File: src/rtl/ysyx_22040175_mem_arbiter.sv
// ysyx_22040175_mem_arbiter
//   Shares one memory bus port between instruction fetch (if_*) and the
//   load/store path (mem_*). One transaction is outstanding at a time. The
//   winning request is latched, held on the bus until bus_req_ready, and the
//   bus response is routed back to the owner as a one-cycle rsp_valid pulse.
//
// Ports
//   clk, rst_n                 clock, async active-low reset
//   if_req_*  / if_rsp_*       fetch request (valid/addr/ready) and response
//   mem_req_* / mem_rsp_*      data request (valid/we/addr/wdata/wmask/ready)
//                              and response
//   bus_req_* / bus_rsp_*      shared bus request (latched fields) and response
//   busy                       FSM not in IDLE
//   owner                      owner of current/last transaction (0 fetch, 1 data)
//
// Build option
//   ARB_STARVE_GUARD_EN        when defined, after STARVE_LIM consecutive data
//                              grants made while fetch was waiting, one fetch
//                              grant is forced.
//
// state    | meaning
// ---------+----------------------------------------------------------
// IDLE     | no transaction; grant evaluated combinationally
// REQ      | bus_req_valid high, latched fields held until bus_req_ready
// WAIT_RSP | request accepted by bus; waiting for bus_rsp_valid

module ysyx_22040175_mem_arbiter #(
  parameter int unsigned ADDR_W     = 64,
  parameter int unsigned DATA_W     = 64,
  parameter int unsigned STARVE_LIM = 4
) (
  input  logic              clk,
  input  logic              rst_n,
  input  logic              if_req_valid,
  input  logic [ADDR_W-1:0] if_req_addr,
  output logic              if_req_ready,
  output logic              if_rsp_valid,
  output logic [DATA_W-1:0] if_rsp_data,
  input  logic              mem_req_valid,
  input  logic              mem_req_we,
  input  logic [ADDR_W-1:0] mem_req_addr,
  input  logic [DATA_W-1:0] mem_req_wdata,
  input  logic [7:0]        mem_req_wmask,
  output logic              mem_req_ready,
  output logic              mem_rsp_valid,
  output logic [DATA_W-1:0] mem_rsp_data,
  output logic              bus_req_valid,
  output logic              bus_req_we,
  output logic [ADDR_W-1:0] bus_req_addr,
  output logic [DATA_W-1:0] bus_req_wdata,
  output logic [7:0]        bus_req_wmask,
  input  logic              bus_req_ready,
  input  logic              bus_rsp_valid,
  input  logic [DATA_W-1:0] bus_rsp_data,
  output logic              busy,
  output logic              owner
);

  typedef enum logic [1:0] {
    S_IDLE     = 2'd0,
    S_REQ      = 2'd1,
    S_WAIT_RSP = 2'd2
  } state_e;

  state_e              state_q, state_d;
  logic                we_q, we_d;
  logic [ADDR_W-1:0]   addr_q, addr_d;
  logic [DATA_W-1:0]   wdata_q, wdata_d;
  logic [7:0]          wmask_q, wmask_d;
  logic                owner_q, owner_d;
  logic                if_rsp_valid_q, if_rsp_valid_d;
  logic                mem_rsp_valid_q, mem_rsp_valid_d;
  logic [DATA_W-1:0]   if_rsp_data_q, if_rsp_data_d;
  logic [DATA_W-1:0]   mem_rsp_data_q, mem_rsp_data_d;

  logic in_idle;
  logic force_if;
  logic grant_if;
  logic grant_mem;

  assign in_idle = (state_q == S_IDLE);

`ifdef ARB_STARVE_GUARD_EN
  localparam int unsigned STARVE_W = $clog2(STARVE_LIM) + 1;
  localparam logic [STARVE_W-1:0] STARVE_MAX = STARVE_W'(STARVE_LIM);

  logic [STARVE_W-1:0] starve_q, starve_d;

  assign force_if = (starve_q == STARVE_MAX) && if_req_valid && mem_req_valid;

  // Counts data grants that left a pending fetch behind; saturates.
  always_comb begin
    starve_d = starve_q;
    if (grant_if) begin
      starve_d = '0;
    end else if (grant_mem && if_req_valid && (starve_q != STARVE_MAX)) begin
      starve_d = starve_q + 1'b1;
    end
  end

  always_ff @(posedge clk or negedge rst_n) begin
    if (!rst_n) begin
      starve_q <= '0;
    end else begin
      starve_q <= starve_d;
    end
  end
`else
  assign force_if = 1'b0;
`endif

  assign grant_mem = in_idle && mem_req_valid && !force_if;
  assign grant_if  = in_idle && if_req_valid && (!mem_req_valid || force_if);

  always_comb begin
    state_d         = state_q;
    we_d            = we_q;
    addr_d          = addr_q;
    wdata_d         = wdata_q;
    wmask_d         = wmask_q;
    owner_d         = owner_q;
    if_rsp_valid_d  = 1'b0;
    mem_rsp_valid_d = 1'b0;
    if_rsp_data_d   = if_rsp_data_q;
    mem_rsp_data_d  = mem_rsp_data_q;
    case (state_q)
      S_IDLE: begin
        if (grant_mem) begin
          we_d    = mem_req_we;
          addr_d  = mem_req_addr;
          wdata_d = mem_req_wdata;
          wmask_d = mem_req_wmask;
          owner_d = 1'b1;
          state_d = S_REQ;
        end else if (grant_if) begin
          we_d    = 1'b0;
          addr_d  = if_req_addr;
          wdata_d = '0;
          wmask_d = '0;
          owner_d = 1'b0;
          state_d = S_REQ;
        end
      end
      S_REQ: begin
        if (bus_req_ready) begin
          state_d = S_WAIT_RSP;
        end
      end
      S_WAIT_RSP: begin
        if (bus_rsp_valid) begin
          if (owner_q) begin
            mem_rsp_valid_d = 1'b1;
            mem_rsp_data_d  = bus_rsp_data;
          end else begin
            if_rsp_valid_d = 1'b1;
            if_rsp_data_d  = bus_rsp_data;
          end
          state_d = S_IDLE;
        end
      end
      default: state_d = S_IDLE;
    endcase
  end

  always_ff @(posedge clk or negedge rst_n) begin
    if (!rst_n) begin
      state_q         <= S_IDLE;
      we_q            <= 1'b0;
      addr_q          <= '0;
      wdata_q         <= '0;
      wmask_q         <= '0;
      owner_q         <= 1'b0;
      if_rsp_valid_q  <= 1'b0;
      mem_rsp_valid_q <= 1'b0;
      if_rsp_data_q   <= '0;
      mem_rsp_data_q  <= '0;
    end else begin
      state_q         <= state_d;
      we_q            <= we_d;
      addr_q          <= addr_d;
      wdata_q         <= wdata_d;
      wmask_q         <= wmask_d;
      owner_q         <= owner_d;
      if_rsp_valid_q  <= if_rsp_valid_d;
      mem_rsp_valid_q <= mem_rsp_valid_d;
      if_rsp_data_q   <= if_rsp_data_d;
      mem_rsp_data_q  <= mem_rsp_data_d;
    end
  end

  assign if_req_ready  = grant_if;
  assign mem_req_ready = grant_mem;
  assign if_rsp_valid  = if_rsp_valid_q;
  assign if_rsp_data   = if_rsp_data_q;
  assign mem_rsp_valid = mem_rsp_valid_q;
  assign mem_rsp_data  = mem_rsp_data_q;
  assign bus_req_valid = (state_q == S_REQ);
  assign bus_req_we    = we_q;
  assign bus_req_addr  = addr_q;
  assign bus_req_wdata = wdata_q;
  assign bus_req_wmask = wmask_q;
  assign busy          = !in_idle;
  assign owner         = owner_q;

endmodule

File: config.mk
export PLATFORM = sky130hd
export DESIGN_NAME = ysyx_22040175_mem_arbiter
export DESIGN_NICKNAME = d
export VERILOG_FILES = /design/src/rtl/ysyx_22040175_mem_arbiter.sv
export SDC_FILE = /design/constraint.sdc
export NUM_CORES = 1
export LEC_CHECK = 0
export BUFFER_PORTS_ARGS = -buffer_cell sky130_fd_sc_hd__buf_2
export CAP_MARGIN = 30
export CORE_AREA = 4 4 207 209
export DETAILED_ROUTE_END_ITERATION = 16
export DIE_AREA = 0 0 211 213
export GPL_ROUTABILITY_DRIVEN = 0
export SLEW_MARGIN = 20
export SYNTH_ARGS = -nofsm -noshare
export SYNTH_HDL_FRONTEND = slang
export SYNTH_SLANG_ARGS = --single-unit
File: constraint.sdc
create_clock -name clk -period 1.71 [get_ports clk]
set_input_delay 0.171 -clock clk [delete_from_list [all_inputs] [get_ports clk]]
set_output_delay 0.171 -clock clk [all_outputs]
set_load 0.01 [all_outputs]
* After elaboration in Yosys (flattened, before gate mapping) *
Index checks and enable logic that the tools add are counted.

cells by class
  bitwise gates (word level) = 1
  $lt $le $gt $ge = 0
  muxes and demuxes = 20
  reductions and logical operators = 11
  shift operators = 0
  multipliers = 0
  eq/ne operators = 5
  div/mod/pow operators = 0
  $add $sub $neg = 0

operators by type and width
  operator                                                number
  two-way mux 64 bit                                      4
  two-way mux 8 bit                                       2
  two-way mux 1 bit                                       9
  AND reduction 3 bit                                     3
  two-way mux 2 bit                                       4
  case mux 2 bit (3 select lines)                         1
  logical AND 1 bit                                       3
  inequality test 3 bit (second input constant)           1
  == test 2 x 1 -> 1 bit (second input constant)          1
  == test 2 bit (second input constant)                   1
  logical NOT 1 bit                                       2
  logical NOT 2 bit                                       1
  inequality test 2 x 1 -> 1 bit (second input constant)  1
  inequality test 2 bit (second input constant)           1
  AND reduction 2 bit                                     1
  nonzero test 2 bit                                      1
  NOT 1 bit                                               1

word-level totals
  word-level logic and storage cells = 47
  bits in latches = 0
  memories = 0
  RAM bits = 0
  flip-flop bits (word level) = 270
  memory bits (read-only) = 0

* Logic depth before layout (Yosys ltp) *
  depth in word-level cells = 6
  depth in mapped cells = 6
  mapped depth without buffers = 4

* Least setup slack after synthesis *
OpenSTA, ideal clock, no wires.

  kind = register to register
  from = reg state_q[0]
  to = reg if_rsp_data_q[14] (netlist: if_rsp_data[14])
  required time = 1.583 ns
  period minus slack after synthesis = 1.521 ns
  arrival = 1.393 ns
  buffers on the path = 2
  stages on the path, launching flop included = 6
  path slack = 0.189 ns
  path through = dfrtp_1 > nand2b_1 > nor3b_2 > buf_4 > buf_6 > mux2_1

between the ends
  word-level cells in the longest chain between the ends = 2

RTL lines
  item                           RTL line  text
  start, declared                65        state_e state_q, state_d;
  start signal, assigned         178       state_q <= state_d;
  == test 2 bit                  126       case (state_q)
  AND reduction 3 bit (no line)  -
  end signal, assigned           186       if_rsp_data_q <= if_rsp_data_d;
  end, declared                  73        logic [DATA_W-1:0] if_rsp_data_q, if_rsp_data_d;

No other way between the ends.
A chain may end at the register's enable or synchronous reset.

* Final worst setup path *
  from = reg state_q[0]
  to = out busy

between the ends
  word-level cells in the longest chain between the ends = 2

RTL lines
  item               RTL line  text
  logical NOT 2 bit  81        assign in_idle = (state_q == S_IDLE);
  logical NOT 1 bit  202       assign busy = !in_idle;
  end, declared      55        output logic busy,

No other way between the ends.

==> summary.md <==
| Metric | Value |
|---|---|
| Fmax | `562 MHz` |
| H-tree depth | `1` |
| Final setup violation count | `5` |
| Violated checks | `setup timing` |
| Peak supply drop | `0.945 mV` |
| Setup TNS | `-0.262 ns` |
| Relative slew slack | `0.466` |
| First-pass GRT wire length | `64,200 um` |
| Total CTS buffers | `30` |
| Clk sink count | `270` |
| Initial antenna violation count | `8` |
| Rows | `74` |
| Critical path data required time | `1.54 ns` |
| DIE AREA | `approximately 45,000 um^2` |
| Setup crit end kind | `output pin` |
| Sequential cell area fraction in the yosys report | `0.633` |
| Layout cells sized above 1 | `0.475` |
| DRC | `0` |
| LEAKAGE | `just under 0.009 uW` |
| Initial drt markers | `659` |
| Top Ports | `543` |
| Grt ovf | `0` |
| Final nets | `1,803` |
| Fin Clk Skew | `0.00869 ns` |
| Worst setup SP type | `flip-flop` |
| Post-synthesis net count | `978` |
| CTS root buf | `clkbuf_16` |
| CTS clk-pin slew, worst paths | `0.06 ns` |
| Crit path kind | `reg -> out` |
| RSZ-0062 raised after global routing | `yes` |
| Top-area cell type share of the netlist area | `0.633` |
| Cell variety after synth | `28` |
| Final Power | `30,500 uW` |
| CTS tree | `built` |
| Commonest non-fill, non-tap cell in the layout | `buf_2` |
| Power Density | `1680 nW/um^2` |
| Synth Instances | `707` |
| Post-synthesis cell area | `10,700 um^2` |
| Die W | `211 um` |
| Initial Utilization | `0.261` |
| Most frequent cells in the layout | `buf_2 (539), dfrtp_1 (269), dlygate4sd3_1 (261), mux2_2 (79), a22o_1 (73)` |
| Worst Path Max Fanout | `27` |
| Clock Latency Late Sink | `0.55 ns` |
| Worst Path Arrival | `roughly 1.6 ns` |
| DPL Wire Length | `29,200 um` |
| PnR worst setup slack | `-0.0699 ns` |
| Worst min-delay path class | `in -> reg` |
| Die Ht | `213 um` |
| DR pass1 iterations | `5` |
| Area delta synth->final | `69.7%` |
| Clk buf depth | `3` |
| Total Routing Usage GR | `0.181` |
| Drt via density | `about 4.9` |
| Leading area contributor after synthesis | `dfrtp_1` |
| Final wirelength | `43,200 um` |
| Max-cap violations | `0` |
| Pin count of the biggest net entering global routing | `65` |
| Yosys Warn Count | `0` |
| Part of the cycle the worst path needs | `1.04` |
| Via count | `10,200` |
| Slew Viols, Final | `0` |
| Yosys reg bits | `between 200 and 300` |
| Worst Tran Pin Value | `0.799 ns` |
| Core Area | `40,800 um^2` |
| Synth Area per Inst | `approximately 15 um^2` |
| Synth top area cells | `dfrtp_1 (63%), mux2_2 (8.3%), a22o_1 (6.0%)` |
| Vias in the first global route | `11,100` |
| Final Hold Fails | `0` |
| Outcome | `complete, but fails checks` |
| Min Tclk post-route | `1.78 ns` |
| Routed Antenna Nets | `0` |
| Avg WL per Cell | `20.7 um` |
| Port Buffer Count | `between 500 and 600` |
## layout make-up
class | count | area [um^2]
Antenna cell | 7 | 17.5
Clock buffer | 42 | 847
Clock inverter | 13 | 178
Fill cell | 3643 | 22700
Inverter | 11 | 41.3
Multi-Input combinational cell | 361 | 3560
Sequential cell | 270 | 6760
Tap cell | 532 | 666
Timing Repair Buffer | 858 | 6040
## flip-flops by register name (all words and copies together) (netlist names)
name / flops
mem_rsp_data: 64
owner: 1
bus_req_we: 1
state_q: 2
if_rsp_valid: 1
bus_req_wdata: 64
bus_req_addr: 64
mem_rsp_valid: 1
bus_req_wmask: 8
if_rsp_data: 64
## timing repair
item | 4_1_cts | 5_1_grt
hold buffers | 261 | 0
pin swaps | 3 | 1
hold endpoints to repair | 520 | 0
setup buffers | 6 | 4
resized for setup | 11 | 6
setup endpoints to repair | 3 | 75
cloned | 1 | 0
## through the flow
step           instance area (um^2)  setup slack (ns)  utilization  cells  hold WS, ns
2_1_floorplan                 10700             0.189            -    707       -0.125
3_3_place_gp                  14300            0.0618        0.350   1761        0.139
3_5_place_dp                  14300            0.0129        0.350   1761        0.138
4_1_cts                       18100           -0.0999        0.442   2084       0.0468
5_1_grt                       18100            -0.128        0.443   2093       0.0849
6_report                      18100           -0.0699        0.443   2094       0.0791
## synthesized netlist by cell type (all sizes together)
library cell and number:
mux2 128, nor3 1, nand4b 1, nand2 2
a32o 56, clkbuf 7, a211oi 1, o21ai 2
a22o 73, nor3b 2, nor2b 1, a21o 1
buf 58, a221o 56, nor2 12, dfrtp 270
inv 11, nand2b 9, o22ai 8, a221oi 8
## path summary, 6_finish.rpt
| kind | from | endpoint | slack [ns] | cells after the start |
|---|---|---|---|---|
| max | state_q[0]$_DFFE_PN0P_ | busy | -0.07 | 5 |
| min | if_req_addr[52] | bus_req_addr[52]$_DFFE_PN0P_ | 0.08 | 4 |
| max reg2reg | state_q[0]$_DFFE_PN0P_ | bus_req_addr[34]$_DFFE_PN0P_ | -0.06 | 6 |
| min reg2reg | if_rsp_data[36]$_DFFE_PN0P_ | if_rsp_data[36]$_DFFE_PN0P_ | 0.48 | 1 |
| max in group asynchronous | rst_n | mem_rsp_data[59]$_DFFE_PN0P_ | 0.90 | 3 |
| min in group asynchronous | rst_n | mem_rsp_data[19]$_DFFE_PN0P_ | 0.14 | 2 |
## critical path: stages, from the launching register on
cell     delay (ns)
dfrtp_1        0.39
buf_6          0.13
nor2_4         0.11
inv_2          0.08
buf_12         0.17
buf_6          0.15
## power by group
group          switching (uW)  internal [uW]
clock                    2620           4050
combinational            6230           6160
sequential               1990           9430
total                   10800          19600
## per-layer routing
layer	vias up	routed length, um	global-route usage
met5	-	13	0
met2	623	21400	0.312
met4	2	1890	0.0879
li1	4434	-	-
met1	4979	15800	0.208
met3	124	4110	0.0483
## logic make-up (layout without fill, tap and decap cells)
group,after synthesis,after routing,share of synthesized area
buffers and inverters,76,924,0.0387
flip-flops,270,270,0.633
AND/OR/NAND/NOR,28,28,0.0142
other,0,7,0
multiplexers,128,128,0.135
AO/OA/AOI/OAI,205,205,0.179
(Power assumes the default switching activity.)
